**src/rtl/alu_issue_unit.sv**
```systemverilog
// Issue/writeback driver for an external combinational RV32I ALU (OP / OP-IMM only).
// Build option: define ISSUE_ILLEGAL_TRAP_EN to pulse `illegal` when an instruction is rejected.
//
// state     | meaning
// IDLE      | ready for a new instruction word
// DECODE    | read operands, build ALU opcode, classify legal/illegal
// EXECUTE   | operands held on the ALU while the latency counter runs down
// WRITEBACK | retire pulse visible; result already committed to the register file
module alu_issue_unit #(
    parameter int XLEN        = 32,
    parameter int NREGS       = 32,
    parameter int ALU_LATENCY = 1
) (
    input  logic            CLOCK_50,
    input  logic            RESET,
    input  logic            instr_valid,
    output logic            instr_ready,
    input  logic [31:0]     instr_data,
    output logic [XLEN-1:0] alu_operand_a,
    output logic [XLEN-1:0] alu_operand_b,
    output logic [3:0]      alu_opcode,
    input  logic [XLEN-1:0] alu_result,
    output logic            wb_valid,
    output logic [4:0]      wb_rd,
    output logic [XLEN-1:0] wb_data,
    output logic            busy,
    output logic            illegal
);

    localparam int CW = (ALU_LATENCY > 1) ? $clog2(ALU_LATENCY + 1) : 1;

    typedef enum logic [1:0] {S_IDLE, S_DECODE, S_EXECUTE, S_WRITEBACK} state_t;

    state_t          state, state_nxt;
    logic [31:0]     instr_q;
    logic [XLEN-1:0] rf [NREGS];
    logic [CW-1:0]   cnt;

    logic [6:0]      opc, f7;
    logic [2:0]      f3;
    logic [4:0]      rd, rs1, rs2;
    logic            is_r, is_i, is_shift, dec_legal;
    logic [XLEN-1:0] dec_a, dec_b;
    logic [3:0]      dec_op;

    assign opc = instr_q[6:0];
    assign rd  = instr_q[11:7];
    assign f3  = instr_q[14:12];
    assign rs1 = instr_q[19:15];
    assign rs2 = instr_q[24:20];
    assign f7  = instr_q[31:25];

    always_comb begin
        is_r     = (opc == 7'b0110011);
        is_i     = (opc == 7'b0010011);
        is_shift = is_i && ((f3 == 3'b001) || (f3 == 3'b101));
        dec_a    = (rs1 == 5'd0) ? '0 : rf[rs1];
        dec_b    = '0;
        dec_op   = '0;
        dec_legal = 1'b0;
        if (is_r) begin
            dec_b     = (rs2 == 5'd0) ? '0 : rf[rs2];
            dec_op    = {instr_q[30], f3};
            dec_legal = (f7 == 7'b0000000) ||
                        ((f7 == 7'b0100000) && ((f3 == 3'b000) || (f3 == 3'b101)));
        end else if (is_i) begin
            // Only SRAI may carry bit 30 into the opcode; ADDI must never turn into SUB.
            dec_op = {(f3 == 3'b101) && instr_q[30], f3};
            if (is_shift) begin
                dec_b     = {{(XLEN-5){1'b0}}, instr_q[24:20]};
                dec_legal = !instr_q[31] && (instr_q[29:25] == 5'd0);
            end else begin
                dec_b     = {{(XLEN-12){instr_q[31]}}, instr_q[31:20]};
                dec_legal = 1'b1;
            end
        end
    end

    always_comb begin
        state_nxt = state;
        case (state)
            S_IDLE:      if (instr_valid) state_nxt = S_DECODE;
            S_DECODE:    state_nxt = dec_legal ? S_EXECUTE : S_WRITEBACK;
            S_EXECUTE:   if (cnt == CW'(1)) state_nxt = S_WRITEBACK;
            S_WRITEBACK: state_nxt = S_IDLE;
            default:     state_nxt = S_IDLE;
        endcase
    end

    assign instr_ready = (state == S_IDLE);
    assign busy        = (state != S_IDLE);

    always_ff @(posedge CLOCK_50 or posedge RESET) begin
        if (RESET) begin
            state         <= S_IDLE;
            instr_q       <= '0;
            cnt           <= '0;
            alu_operand_a <= '0;
            alu_operand_b <= '0;
            alu_opcode    <= '0;
            wb_valid      <= 1'b0;
            wb_rd         <= '0;
            wb_data       <= '0;
            for (int i = 0; i < NREGS; i++) rf[i] <= '0;
        end else begin
            state    <= state_nxt;
            wb_valid <= 1'b0;
            case (state)
                S_IDLE: if (instr_valid) instr_q <= instr_data;
                S_DECODE: if (dec_legal) begin
                    alu_operand_a <= dec_a;
                    alu_operand_b <= dec_b;
                    alu_opcode    <= dec_op;
                    cnt           <= CW'(ALU_LATENCY);
                end
                S_EXECUTE: if (cnt == CW'(1)) begin
                    // Operands are frozen, so the result sampled here is the one retired in WRITEBACK.
                    wb_valid <= 1'b1;
                    wb_rd    <= rd;
                    wb_data  <= alu_result;
                    if (rd != 5'd0) rf[rd] <= alu_result;
                end else begin
                    cnt <= cnt - CW'(1);
                end
                default: ;
            endcase
        end
    end

`ifdef ISSUE_ILLEGAL_TRAP_EN
    logic illegal_q;

    always_ff @(posedge CLOCK_50 or posedge RESET) begin
        if (RESET)
            illegal_q <= 1'b0;
        else
            illegal_q <= (state == S_DECODE) && !dec_legal;
    end

    assign illegal = illegal_q;
`else
    assign illegal = 1'b0;
`endif

endmodule

```
**config.mk**
```make
export PLATFORM = sky130hd
export DESIGN_NAME = alu_issue_unit
export DESIGN_NICKNAME = d
export VERILOG_FILES = /design/src/rtl/alu_issue_unit.sv
export SDC_FILE = /design/constraint.sdc
export NUM_CORES = 2
export LEC_CHECK = 0
export BUFFER_PORTS_ARGS = -buffer_cell sky130_fd_sc_hd__buf_4
export CAP_MARGIN = 5
export CORE_MARGIN = 3
export CORE_UTILIZATION = 50
export DETAILED_ROUTE_END_ITERATION = 8
export PLACE_DENSITY_LB_ADDON = 0.12
export SYNTH_ARGS = -nofsm -noshare
export SYNTH_HDL_FRONTEND = slang
export SYNTH_SLANG_ARGS = --single-unit
```
**constraint.sdc**
```tcl
create_clock -name CLOCK_50 -period 89.4 [get_ports CLOCK_50]
set_input_delay 8.94 -clock CLOCK_50 [delete_from_list [all_inputs] [get_ports CLOCK_50]]
set_output_delay 8.94 -clock CLOCK_50 [all_outputs]
set_load 0.01 [all_outputs]
```
---- Yosys cells after proc, flatten, opt, wreduce, memory -nomap -nowiden ----
Index checks and enable logic that the tools add are counted.
cells by class
  equal/unequal tests ..................... 11
  $lt $le $gt $ge ......................... 4
  reduce and logical (&&, ||, !) cells .... 24
  multiplexer cells ....................... 28
  add/subtract/negate cells ............... 1
  bitwise gates (word level) .............. 3
operator list
  kind                number
  $bwmux 1024         1
  $bmux 32 s5         2
  $mux 32             10
  $demux 32 s5        1
  $ge 6x6->1 const B  3
  $not 5->6           3
  $logic_not 5->1     3
  $eq 7x6->1 const B  2
  $reduce_and 2->1    5
  $mux 1              8
  $mux 4              2
  $pmux 2 s4          1
  $eq 7x5->1 const B  1
  $logic_not 7->1     1
  $lt 6x1->1 const B  1
  $ne 2x2->1 const B  3
  $logic_and 1x1->1   5
  $reduce_bool 5->1   1
  $eq 2x2->1 const B  2
  $mux 2              2
  $reduce_bool 2->1   2
  $eq 3x1->1 const B  1
  $eq 3x3->1 const B  1
  $logic_not 3->1     1
  7 further kinds     9
storage, ports and cells
  bits of input ports ..................... 67
  word-level logic and storage cells ...... 112
  register bits ........................... 1165
  output and inout bits ................... 109

---- Depth between registers and ports, before layout ----
  depth after elaboration ................. 8
  depth in mapped cells ................... 10
  depth with buffers taken out ............ 7

---- Worst setup path before layout ----
No wires, ideal clock.
  path kind ............................... input to register
  from .................................... in instr_valid
  to ...................................... reg instr_q[0]
  required time ........................... 89.275 ns
  path slack .............................. 79.505 ns
  buffers on the path ..................... 1
  arrival ................................. 9.770 ns
  cell stages on the path ................. 3
  cell sequence ........................... nand2_1 > buf_1 > mux2_2
on the way
  word-level cells in the longest chain between the ends .. 1
ends and longest elaborated chain
  element                            line  RTL
  start, declared                    16    input logic instr_valid,
  $reduce_and 2->1 (no source line)  n/a
  end signal, assigned               109   S_IDLE: if (instr_valid) instr_q <= instr_data;
  end, declared                      35    logic [31:0] instr_q;
Every way passes these cells.
A chain may end at the register's enable or synchronous reset.

==> summary.txt <==
Outcome
  – Outcome: finished, final reports clean

Synth
  – Netlist cell types: 75
  – Synthesized flop and latch total: 1,165
  – Async S/R FF share, synth: 100%
  – Post-Syn Area: 59,900 um2
  – Syn_nets: 4,208
  – Seq/Total Area, Yosys: 48.7%
  – Synth Flop Type: dfrtp_1
  – Post-synth EDFFs: 0
  – Mapped Cells: 4,138
  – Avg Inst Size Synth: 14.5 um2
  – YS warnings: 0

Pwr
  – NetSw: 954 uW
  – Clk network pwr share: 21.3%
  – LEAKAGE: 0.0288 uW
  – Combinational cell fraction of total power: 42.1%
  – Seq pwr share: 36.6%
  – Internal Pwr Total: 1610 uW
  – Final Power: 2570 uW
  – Power per cell area: 38.7 nW/um2
  – Switching portion of total power: 37.2%
  – VDD IR max: 0.0354 mV

Detailed routing
  – Total number of vias: 39,600
  – Drt wl/cell: 36.2 um
  – Initial DRC count: 4,264
  – Drt total wl: 209 mm
  – Antenna Violating Nets Remaining: 0
  – Routed vias/inst: 6.84
  – Drt drc: 0
  – Detailed Routing Iterations Pass 1: 7

STA
  – Final period util: 12.9%
  – Min Tclk post-route: 11.51 ns
  – Final setup vio count: 0
  – Slew HR: 22.8%
  – Tightest Pin Transition: 1.16 ns
  – F_max: 86.9 MHz
  – Unrepaired setup endpoints after global routing: no
  – Fin Clk Skew: 0.0276 ns
  – Setup TNS: 0 ns
  – Fin. Hold Viols: 0
  – Max-slew violations: 0

Clock network
  – CTS Hold Bufs: 0
  – Root Buffer: clkbuf_16
  – CTS tree: built
  – Postcts setup bufs: 0
  – Clock buffer depth: 3
  – Post-cts repair resize count: 0
  – Total CTS buffers: 133
  – CTS H-tree depth: 4
  – Clock sink count: 1,165
  – Insertion delay to the later sink of the worst-skew pair: 0.74 ns
  – Clock transition at the registers of the reported paths: 0.05 ns

Final layout
  – Area Overhead vs Synth: 10.7%
  – Final layout net count: 4,161
  – Commonest cells after routing, fill and taps aside: dfrtp_1, mux2_2, mux4_2
  – Share of cells above drive strength 1: 47.4%
  – Most common cell after layout, fill and taps aside: dfrtp_1

Placement
  – Hpwl dp: 116 mm
  – Final GP Congestion: 0.809
  – Port buffer count: 174

Worst setup path
  – R2r worst-path depth: 8
  – Worst EP required: 90.13 ns
  – R2r endpoint: alu_operand_b[23]
  – Worst r2r src: instr_q[21]
  – CP Capture Type: asynchronous set/reset pin
  – Crit path from: RESET
  – CP startpoint kind: input port
  – Worst-path fanout max: 102
  – Critical path class: in -> async
  – R2r setup slk: 84.16 ns
  – Worst EP arrival: 12.24 ns
  – End of the critical path: rf[598]

Floorplanning
  – IO Pins: 176
  – Starting Density: 50.6%
  – Horiz. Die Dim: 352 um
  – Die H: 352 um
  – Core area: 118,000 um2
  – Die Area: 124,000 um2
  – # rows: 126

Global routing
  – Total track usage: 33.8%
  – Vias in the first global route: 39,700
  – Antenna violations before repair: 10
  – First-pass GRT wire length: 302 mm
  – GRT Residual Overflow: 0
  – Largest net degree at the start of global routing: 167

Min path
  – Hold WC Path Type: reg -> reg

Run
  – Max_cap viols: 0
[kinds of logic after synthesis]
family / Yosys count / share of synthesized area [%]
buffers and inverters: 466 / 3.92
multiplexers: 1679 / 38.7
XOR/XNOR: 1 / 0.0146
other: 1 / 0.00626
flip-flops: 1165 / 48.7
AND/OR/NAND/NOR: 364 / 2.80
AO/OA/AOI/OAI: 459 / 5.83
adder cells (fa/ha/maj): 3 / 0.0627
[state kept, by name (all words and copies together) (netlist names)]
signal,cells
rf,1024
alu_operand_a,32
alu_operand_b,32
instr_q,32
wb_data,32
wb_rd,5
alu_opcode,4
state,2
cnt,1
wb_valid,1
[layout make-up]
cell class,count,area (um2)
Clock buffer,189,3870
Clock inverter,37,412
Inverter,11,48.8
Fill cell,9700,52100
Multi-Input combinational cell,2507,28600
Tap cell,1600,2000
Sequential cell,1165,29200
Timing Repair Buffer,273,2120
Antenna cell,7,17.5
[cell usage after synthesis (46+ instances only)]
| master | instances | area share, % |
|---|---|---|
| o22ai_1 | 53 | 0.55 |
| a211oi_1 | 59 | 0.74 |
| a22oi_1 | 71 | 0.89 |
| a21oi_1 | 47 | 0.39 |
| mux4_2 | 403 | 15 |
| mux2i_1 | 242 | 4.0 |
| buf_2 | 121 | 1.0 |
| nor2_1 | 48 | 0.30 |
| nand2_1 | 210 | 1.3 |
| buf_1 | 46 | 0.29 |
| dfrtp_1 | 1165 | 49 |
| clkbuf_1 | 209 | 1.3 |
| mux2_2 | 1020 | 19 |
[critical path, stage by stage]
cell and delay (ns):
buf_4 0.13, inv_8 0.45, buf_4 0.81, buf_4 0.82
buf_4 0.85
[metal layers]
layer / vias to the layer above / GRT usage (%) / share of wire (%)
met2: 1839 / 51.1 / 45
met3: 376 / 8.40 / 9.1
met5: - / 0 / 0.0053
li1: 15700 / - / -
met1: 21700 / 48.1 / 42
met4: 2 / 10.9 / 3.4
[metrics by stage]
step / setup slack [ns] / instance area, um2 / std cells / hold WS, ns / util, %
after global routing: 77.38 / 66300 / 5784 / 0.406 / 56.0
after global placement: 76.98 / 62000 / 5556 / 0.376 / 52.4
after CTS: 77.75 / 66300 / 5782 / 0.396 / 56.0
after floorplan: 47.65 / 59900 / 4138 / 0.441 / -
after detailed placement: 76.96 / 62000 / 5556 / 0.383 / 52.4
final: 77.89 / 66300 / 5789 / 0.395 / 56.0
[power by group through the flow]
stage | Sequential (uW) | Combinational, uW | Clock, uW
3_5_place_dp | 940 | 1070 | 0
2_1_floorplan | 867 | 808 | 0
4_1_cts | 932 | 1080 | 553
3_3_place_gp | 931 | 1060 | 0
5_1_grt | 966 | 1140 | 574
6_report | 940 | 1080 | 547
[how the worst min path moves through the flow]
stage | from | endpoint | cells past startpoint
finish | rf[1009] | rf[1009] | 0
global route | rf[1000] | rf[1000] | 0
CTS | rf[997] | rf[997] | 0
detailed placement | rf[997] | rf[997] | 0
global placement | rf[1007] | rf[1007] | 0
floorplan | rf[1001] | rf[1001] | 1
No activity file was read; power rests on OpenSTA's default activity.
